$ cat config.mk
export PLATFORM = sky130hd
export DESIGN_NAME = clk_en_scheduler
export DESIGN_NICKNAME = d
export VERILOG_FILES = /design/src/rtl/clk_en_scheduler_pkg.sv /design/src/rtl/clk_en_scheduler_channel.sv /design/src/rtl/clk_en_scheduler.sv
export SDC_FILE = /design/constraint.sdc
export NUM_CORES = 1
export LEC_CHECK = 0
export BUFFER_PORTS_ARGS = -buffer_cell sky130_fd_sc_hd__buf_2
export CAP_MARGIN = 20
export CORE_UTILIZATION = 41
export DETAILED_ROUTE_END_ITERATION = 8
export GPL_TIMING_DRIVEN = 1
export PLACE_DENSITY = 0.59
export SYNTH_ARGS = -nofsm -noshare
export SYNTH_HDL_FRONTEND = slang
export SYNTH_SLANG_ARGS = --single-unit
$ cat constraint.sdc
create_clock -name basys_clk -period 3.3 [get_ports basys_clk]
set_clock_uncertainty 0.1 [all_clocks]
set_input_delay 0.495 -clock basys_clk [delete_from_list [all_inputs] [get_ports basys_clk]]
set_output_delay 0.495 -clock basys_clk [all_outputs]
set_load 0.005 [all_outputs]
$ cat src/rtl/clk_en_scheduler_pkg.sv
// Shared definitions for the slow-clock scheduler: config FSM state
// encodings, system clock rate, and a helper that turns a wanted base-tick
// rate into a prescaler length.
package clk_en_scheduler_pkg;

  typedef enum logic {
    ST_IDLE = 1'b0,
    ST_PEND = 1'b1
  } cfg_state_e;

  localparam int unsigned CLK_HZ = 100_000_000;

  // System clock cycles per base tick for a requested base rate in Hz.
  // A zero rate is clamped to a tick every cycle rather than dividing by zero.
  function automatic int unsigned prescale_for(input int unsigned rate_hz);
    if (rate_hz == 0) return 1;
    return CLK_HZ / rate_hz;
  endfunction

endpackage

$ cat src/rtl/clk_en_scheduler_channel.sv
// One scheduler channel: divides the shared base tick into a tick pulse per
// half-period and a 50% duty clock enable.
// Ports: basys_clk/rst_n; step_i (base tick), load_i + load_div_i/load_en_i
// (runtime reconfiguration, wins over step_i); tick_o, clk_out_o (registered).
module clk_en_scheduler_channel
  import clk_en_scheduler_pkg::*;
#(
  parameter int unsigned DIV_W   = 16,
  parameter int unsigned DEF_DIV = 25
) (
  input  logic             basys_clk,
  input  logic             rst_n,
  input  logic             step_i,
  input  logic             load_i,
  input  logic [DIV_W-1:0] load_div_i,
  input  logic             load_en_i,
  output logic             tick_o,
  output logic             clk_out_o
);

  localparam logic [DIV_W-1:0] DEF_DIV_V = DIV_W'(DEF_DIV);

  logic [DIV_W-1:0] cnt_q, cnt_d;
  logic [DIV_W-1:0] div_q, div_d;
  logic             en_q, en_d;
  logic             tick_q, tick_d;
  logic             clk_q, clk_d;
  logic [DIV_W-1:0] last_cnt;

  // A divisor of 0 behaves as 1, so the terminal count is 0 in both cases.
  assign last_cnt = (div_q == '0) ? '0 : div_q - 1'b1;

  always_comb begin
    cnt_d  = cnt_q;
    div_d  = div_q;
    en_d   = en_q;
    clk_d  = clk_q;
    tick_d = 1'b0;
    if (load_i) begin
      // Reload restarts the half-period without a tick; the square wave
      // keeps its level when staying enabled so there is no glitch.
      cnt_d = '0;
      div_d = load_div_i;
      en_d  = load_en_i;
      if (!load_en_i) clk_d = 1'b0;
    end else if (!en_q) begin
      cnt_d = '0;
      clk_d = 1'b0;
    end else if (step_i) begin
      if (cnt_q == last_cnt) begin
        cnt_d  = '0;
        tick_d = 1'b1;
        clk_d  = ~clk_q;
      end else begin
        cnt_d = cnt_q + 1'b1;
      end
    end
  end

  always_ff @(posedge basys_clk or negedge rst_n) begin
    if (!rst_n) begin
      cnt_q  <= '0;
      div_q  <= DEF_DIV_V;
      en_q   <= 1'b1;
      tick_q <= 1'b0;
      clk_q  <= 1'b0;
    end else begin
      cnt_q  <= cnt_d;
      div_q  <= div_d;
      en_q   <= en_d;
      tick_q <= tick_d;
      clk_q  <= clk_d;
    end
  end

  assign tick_o    = tick_q;
  assign clk_out_o = clk_q;

endmodule

$ cat src/rtl/clk_en_scheduler.sv
// Shared slow-clock scheduler: one prescaler makes a base tick that NUM_CH
// programmable channels divide into tick pulses and square-wave enables.
// Ports: basys_clk/rst_n; cfg_valid/cfg_ready with cfg_ch/cfg_div/cfg_en
// (one request in flight, applied on the next base tick); base_tick, tick[],
// clk_out[] registered outputs.
module clk_en_scheduler
  import clk_en_scheduler_pkg::*;
#(
  parameter int unsigned NUM_CH   = 4,
  parameter int unsigned PRESCALE = prescale_for(1000),
  parameter int unsigned DIV_W    = 16,
  parameter int unsigned DEF_DIV  = 25,
  localparam int unsigned CH_W    = (NUM_CH > 1) ? $clog2(NUM_CH) : 1
) (
  input  logic              basys_clk,
  input  logic              rst_n,
  input  logic              cfg_valid,
  output logic              cfg_ready,
  input  logic [CH_W-1:0]   cfg_ch,
  input  logic [DIV_W-1:0]  cfg_div,
  input  logic              cfg_en,
  output logic              base_tick,
  output logic [NUM_CH-1:0] tick,
  output logic [NUM_CH-1:0] clk_out
);

  localparam int unsigned       PCNT_W    = (PRESCALE > 1) ? $clog2(PRESCALE) : 1;
  localparam logic [PCNT_W-1:0] PCNT_LAST = PCNT_W'(PRESCALE - 1);

  // ---------------- prescaler ----------------
  logic [PCNT_W-1:0] pcnt_q, pcnt_d;
  logic              base_tick_q, base_tick_d;

  always_comb begin
    pcnt_d      = (pcnt_q == PCNT_LAST) ? '0 : pcnt_q + 1'b1;
    base_tick_d = (pcnt_q == PCNT_LAST);
  end

  always_ff @(posedge basys_clk or negedge rst_n) begin
    if (!rst_n) begin
      pcnt_q      <= '0;
      base_tick_q <= 1'b0;
    end else begin
      pcnt_q      <= pcnt_d;
      base_tick_q <= base_tick_d;
    end
  end

  assign base_tick = base_tick_q;

  // ---------------- config FSM ----------------
  cfg_state_e       state_q, state_d;
  logic [CH_W-1:0]  pend_ch_q;
  logic [DIV_W-1:0] pend_div_q;
  logic             pend_en_q;
  logic             accept;
  logic             apply;

  always_ff @(posedge basys_clk or negedge rst_n) begin
    if (!rst_n) state_q <= ST_IDLE;
    else        state_q <= state_d;
  end

  always_comb begin
    state_d = state_q;
    case (state_q)
      ST_IDLE: if (cfg_valid) state_d = ST_PEND;
      ST_PEND: if (base_tick_q) state_d = ST_IDLE;
      default: state_d = ST_IDLE;
    endcase
  end

  // A request accepted in a base-tick cycle is still in IDLE on that edge,
  // so it is naturally applied on the following base tick.
  always_comb begin
    cfg_ready = (state_q == ST_IDLE);
    apply     = (state_q == ST_PEND) && base_tick_q;
  end

  assign accept = cfg_valid && cfg_ready;

  always_ff @(posedge basys_clk or negedge rst_n) begin
    if (!rst_n) begin
      pend_ch_q  <= '0;
      pend_div_q <= '0;
      pend_en_q  <= 1'b0;
    end else if (accept) begin
      pend_ch_q  <= cfg_ch;
      pend_div_q <= cfg_div;
      pend_en_q  <= cfg_en;
    end
  end

  // ---------------- channels ----------------
  // An out-of-range channel index matches no instance, so it is a no-op.
  for (genvar i = 0; i < NUM_CH; i++) begin : g_ch
    logic load;
    assign load = apply && (pend_ch_q == CH_W'(i));

    clk_en_scheduler_channel #(
      .DIV_W   (DIV_W),
      .DEF_DIV (DEF_DIV)
    ) u_ch (
      .basys_clk  (basys_clk),
      .rst_n      (rst_n),
      .step_i     (base_tick_q),
      .load_i     (load),
      .load_div_i (pend_div_q),
      .load_en_i  (pend_en_q),
      .tick_o     (tick[i]),
      .clk_out_o  (clk_out[i])
    );
  end

endmodule

==> impl_metrics.csv <==
group,metric,value,unit
clock_network,cts_buffers,17,
setup_path,crit_arrival,3.61,ns
finish,syn2layout_area_growth,16.24,%
die,ioPinCount,32,
min_path,holdPathEnd,"pend_div_q[15]$_DFFE_PN0P_",
finish,final_common_cell,"nand2_1",
finish,num-fill-cells,2447,
drt,route.detailed.drc,0,
drt,wl,26.98,mm
place,pre_cts_slack,-0.1336,ns
finish,register_area,4474,um^2
sta,period_share,102.7,%
setup_path,ff2ff_path_depth,8,
finish,fin_util,48.37,%
die,initial_core_util,41.61,%
run,maxCapViolCount,0,
clock_network,cts.clk_slew.worst_paths,0.08,ns
clock_network,cts.sinks,178,
finish,layout-drive-gt1-share,16.74,%
sta,max_freq,295.1,MHz
global_route,grt_start_max_net_pins,61,
die,dieArea,26130,um^2
clock_network,root_buffer,"clkbuf_16",
setup_path,end_kind,"flip-flop",
setup_path,cp-start-kind,"flip-flop",
global_route,track_usage,21.36,%
clock_network,clock_path_buffers,2,
place,io_buffers,31,
logic_synthesis,synthTopCellsByArea,"dfrtp_1 (39%), nand2_1 (10%), xnor2_1 (5.5%)",
setup_path,slowest_delay,0.54,ns
drt,vias_per_cell,5.395,
logic_synthesis,synth-main-ff-cell,"dfrtp_1",
place,dpl.hpwl,19.52,mm
min_path,holdPathStages,2,
setup_path,cp_max_fo,4,
logic_synthesis,synth_seq_area_share,42.82,%
setup_path,worst-path-buf-inv,0,
status,violations,"setup timing",
clock_network,cts_tree,"yes",
drt,drtIter0Drc,650,
logic_synthesis,synth_cell_type_count,79,
die,die_x,161.6,um
global_route,antenna_found_initial,0,
setup_path,path_class,"flip-flop to flip-flop",
sta,worst_pin_slew,1.113,ns
sta,rsz0062_at_grt,"true",
die,core_area,25110,um^2
global_route,overflow,0,
global_route,grt_pass1_wl,44.37,mm
finish,antennaDiodeCount,0,
sta,relSlewSlack,25.44,%
clock_network,htreeDepth,4,
die,std_cell_rows,58,
drt,wl_per_cell,16.41,um
sta,slew_viol_final,0,
logic_synthesis,synth-seq-cells,178,
logic_synthesis,synth_area_leader_cell,"dfrtp_1",
setup_path,cp_cell_sequence,"or4_4 -> or4_4 -> or4_4 -> a211o_1 -> a2111oi_4 -> o2111ai_4 -> nor2b_4 -> mux2_2",
logic_synthesis,syn_area,10450,um^2
logic_synthesis,synthCells,1220,
status,outcome,"finished with violations",
pwr,leakagePower,5.803,nW
global_route,first_global_vias,8541,
setup_path,worstReg2RegEnd,"g_ch[1].u_ch.cnt_q[0]$_DFFE_PN0P_",
place,gp_congestion,0.9085,
setup_path,r2r_start,"g_ch[1].u_ch.div_q[10]$_DFFE_PN0P_",
drt,drt-pass1-iter-count,6,
setup_path,rrSetupSlack,-0.09,ns
logic_synthesis,synth_top_area_share,38.80,%
drt,dr_total_vias,8869,
sta,setup_viol,16,
logic_synthesis,synth_edf_count,0,
setup_path,cp_top_family,"simple AND/OR/NAND/NOR gates",
logic_synthesis,synth.avg_cell_area,8.565,um^2
pwr,peakVddDrop,0.2624,mV
logic_synthesis,synth_nets,1251,
finish,fin_nets,1332,
drt,ant_nets,0,
logic_synthesis,ys_warn_count,0,
sta,hold_violations,0,
logic_synthesis,synth-async-reset-ratio,100.0,%
setup_path,critPathRequiredTime,3.52,ns
die,fp.dieH,161.6,um
finish,multi_input_area,5732,um^2
pwr,p_per_area,385.1,nW/um^2
clock_network,insertion_delay,0.44,ns
min_path,min_from,"cfg_div[15]",
min_path,hold_class,"primary input to flip-flop",
setup_path,cp_common_cell,"or4_4",
setup_path,crit_slowest_cell,"or4_4",
sta,fin_ws,-0.08821,ns
sta,period_needed,3.388,ns
finish,layout_common_cells,"nand2_1 (285), dfrtp_1 (162), nor2_1 (130)",
## per-layer routing
| layer | global-route usage [%] | routed length (um) |
|---|---|---|
| met5 | 0 | 0 |
| met4 | 6.175 | 465 |
| met3 | 3.159 | 828 |
| met2 | 34.62 | 12640 |
| met1 | 29.55 | 13050 |
## flip-flops by register name (all words and copies together), names as in the netlist
register / flops
g_ch.u_ch.clk_out_o: 4
g_ch.u_ch.tick_o: 4
pcnt_q: 17
pend_ch_q: 2
g_ch.u_ch.cnt_q: 64
state_q: 1
base_tick: 1
g_ch.u_ch.en_q: 4
g_ch.u_ch.div_q: 64
pend_en_q: 1
pend_div_q: 16
## cell usage after synthesis, types with 4 or more instances
cell,instances
o21a_1,5
a32oi_1,5
nor3_1,37
a21oi_1,21
a211o_1,4
mux2_2,19
nor3b_1,7
xor2_1,51
o31ai_1,10
o21ai_0,41
and3_1,21
or2_2,5
and2_1,6
mux2i_1,7
nor4b_1,5
inv_1,27
dfstp_2,16
or3_1,10
and4_1,4
a21o_1,6
o211ai_1,5
ha_1,9
nand3_1,39
nand2b_1,8
or4_1,14
nor2_1,132
xnor2_1,66
a211oi_1,8
buf_4,10
nor4_1,17
o311ai_0,4
nand3b_1,4
nand2_1,286
dfrtp_1,162
nand4b_1,4
nor2b_1,10
nand4_1,28
clkbuf_1,39
## where the power goes
part	switching [mW]	internal (mW)
Sequential	0.237	2.27
Clock	0.989	1.00
Combinational	0.0895	0.0897
Total	1.32	3.36
## cell type report
type	count	area share, %
Clock buffer	17	3.503
Clock inverter	15	1.164
Inverter	28	0.8654
Multi-Input combinational cell	960	47.19
Sequential cell	178	36.84
Tap cell	330	3.400
Timing Repair Buffer	116	7.036
## through the flow
stage          std cells  instance area, um^2  power (mW)  hold WS, ns  setup TNS, ns
6_report            1644                12150       4.677       0.1841        -0.9621
5_1_grt             1644                12150       4.835       0.1722         -2.445
4_1_cts             1643                12080       4.720       0.1718         -1.292
3_5_place_dp        1610                11490       2.723       0.3816         -1.787
3_3_place_gp        1610                11490       2.722       0.3695         -1.452
2_1_floorplan       1220                10490       2.497      0.09941         -1.063
## cell families (layout without fill, tap and decap cells)
group,Yosys count,count (layout),share of synthesized area (%)
AO/OA/AOI/OAI,155,155,10.63
XOR/XNOR,117,117,9.807
adder cells (fa/ha/maj),9,9,1.078
buffers and inverters,82,176,3.473
flip-flops,178,178,42.82
multiplexers,26,26,2.718
AND/OR/NAND/NOR,653,653,29.47
## worst max-delay path by stage
stage / cells after the start / to / from / slack (ns)
2_1_floorplan: 8 / g_ch[1].u_ch.cnt_q[0]$_DFFE_PN0P_ / g_ch[1].u_ch.div_q[10]$_DFFE_PN0P_ / -0.12
3_3_place_gp: 8 / g_ch[1].u_ch.cnt_q[0]$_DFFE_PN0P_ / g_ch[1].u_ch.div_q[10]$_DFFE_PN0P_ / -0.12
3_5_place_dp: 11 / g_ch[1].u_ch.cnt_q[0]$_DFFE_PN0P_ / g_ch[1].u_ch.div_q[1]$_DFFE_PN0P_ / -0.13
4_1_cts: 8 / g_ch[1].u_ch.cnt_q[0]$_DFFE_PN0P_ / g_ch[1].u_ch.div_q[10]$_DFFE_PN0P_ / -0.11
5_1_grt: 8 / g_ch[1].u_ch.cnt_q[0]$_DFFE_PN0P_ / g_ch[1].u_ch.div_q[10]$_DFFE_PN0P_ / -0.17
6_report: 8 / g_ch[1].u_ch.cnt_q[0]$_DFFE_PN0P_ / g_ch[1].u_ch.div_q[10]$_DFFE_PN0P_ / -0.09
## timing repair
item | CTS | global route
endpoints found under the setup margin | 17 | 53
resized for setup | 2 | 13
pin swaps | 2 | 5
hold buffers | 1 | 0
hold endpoints to repair | 47 | 0
buffers inserted | 0 | 1
(Power assumes the default switching activity.)
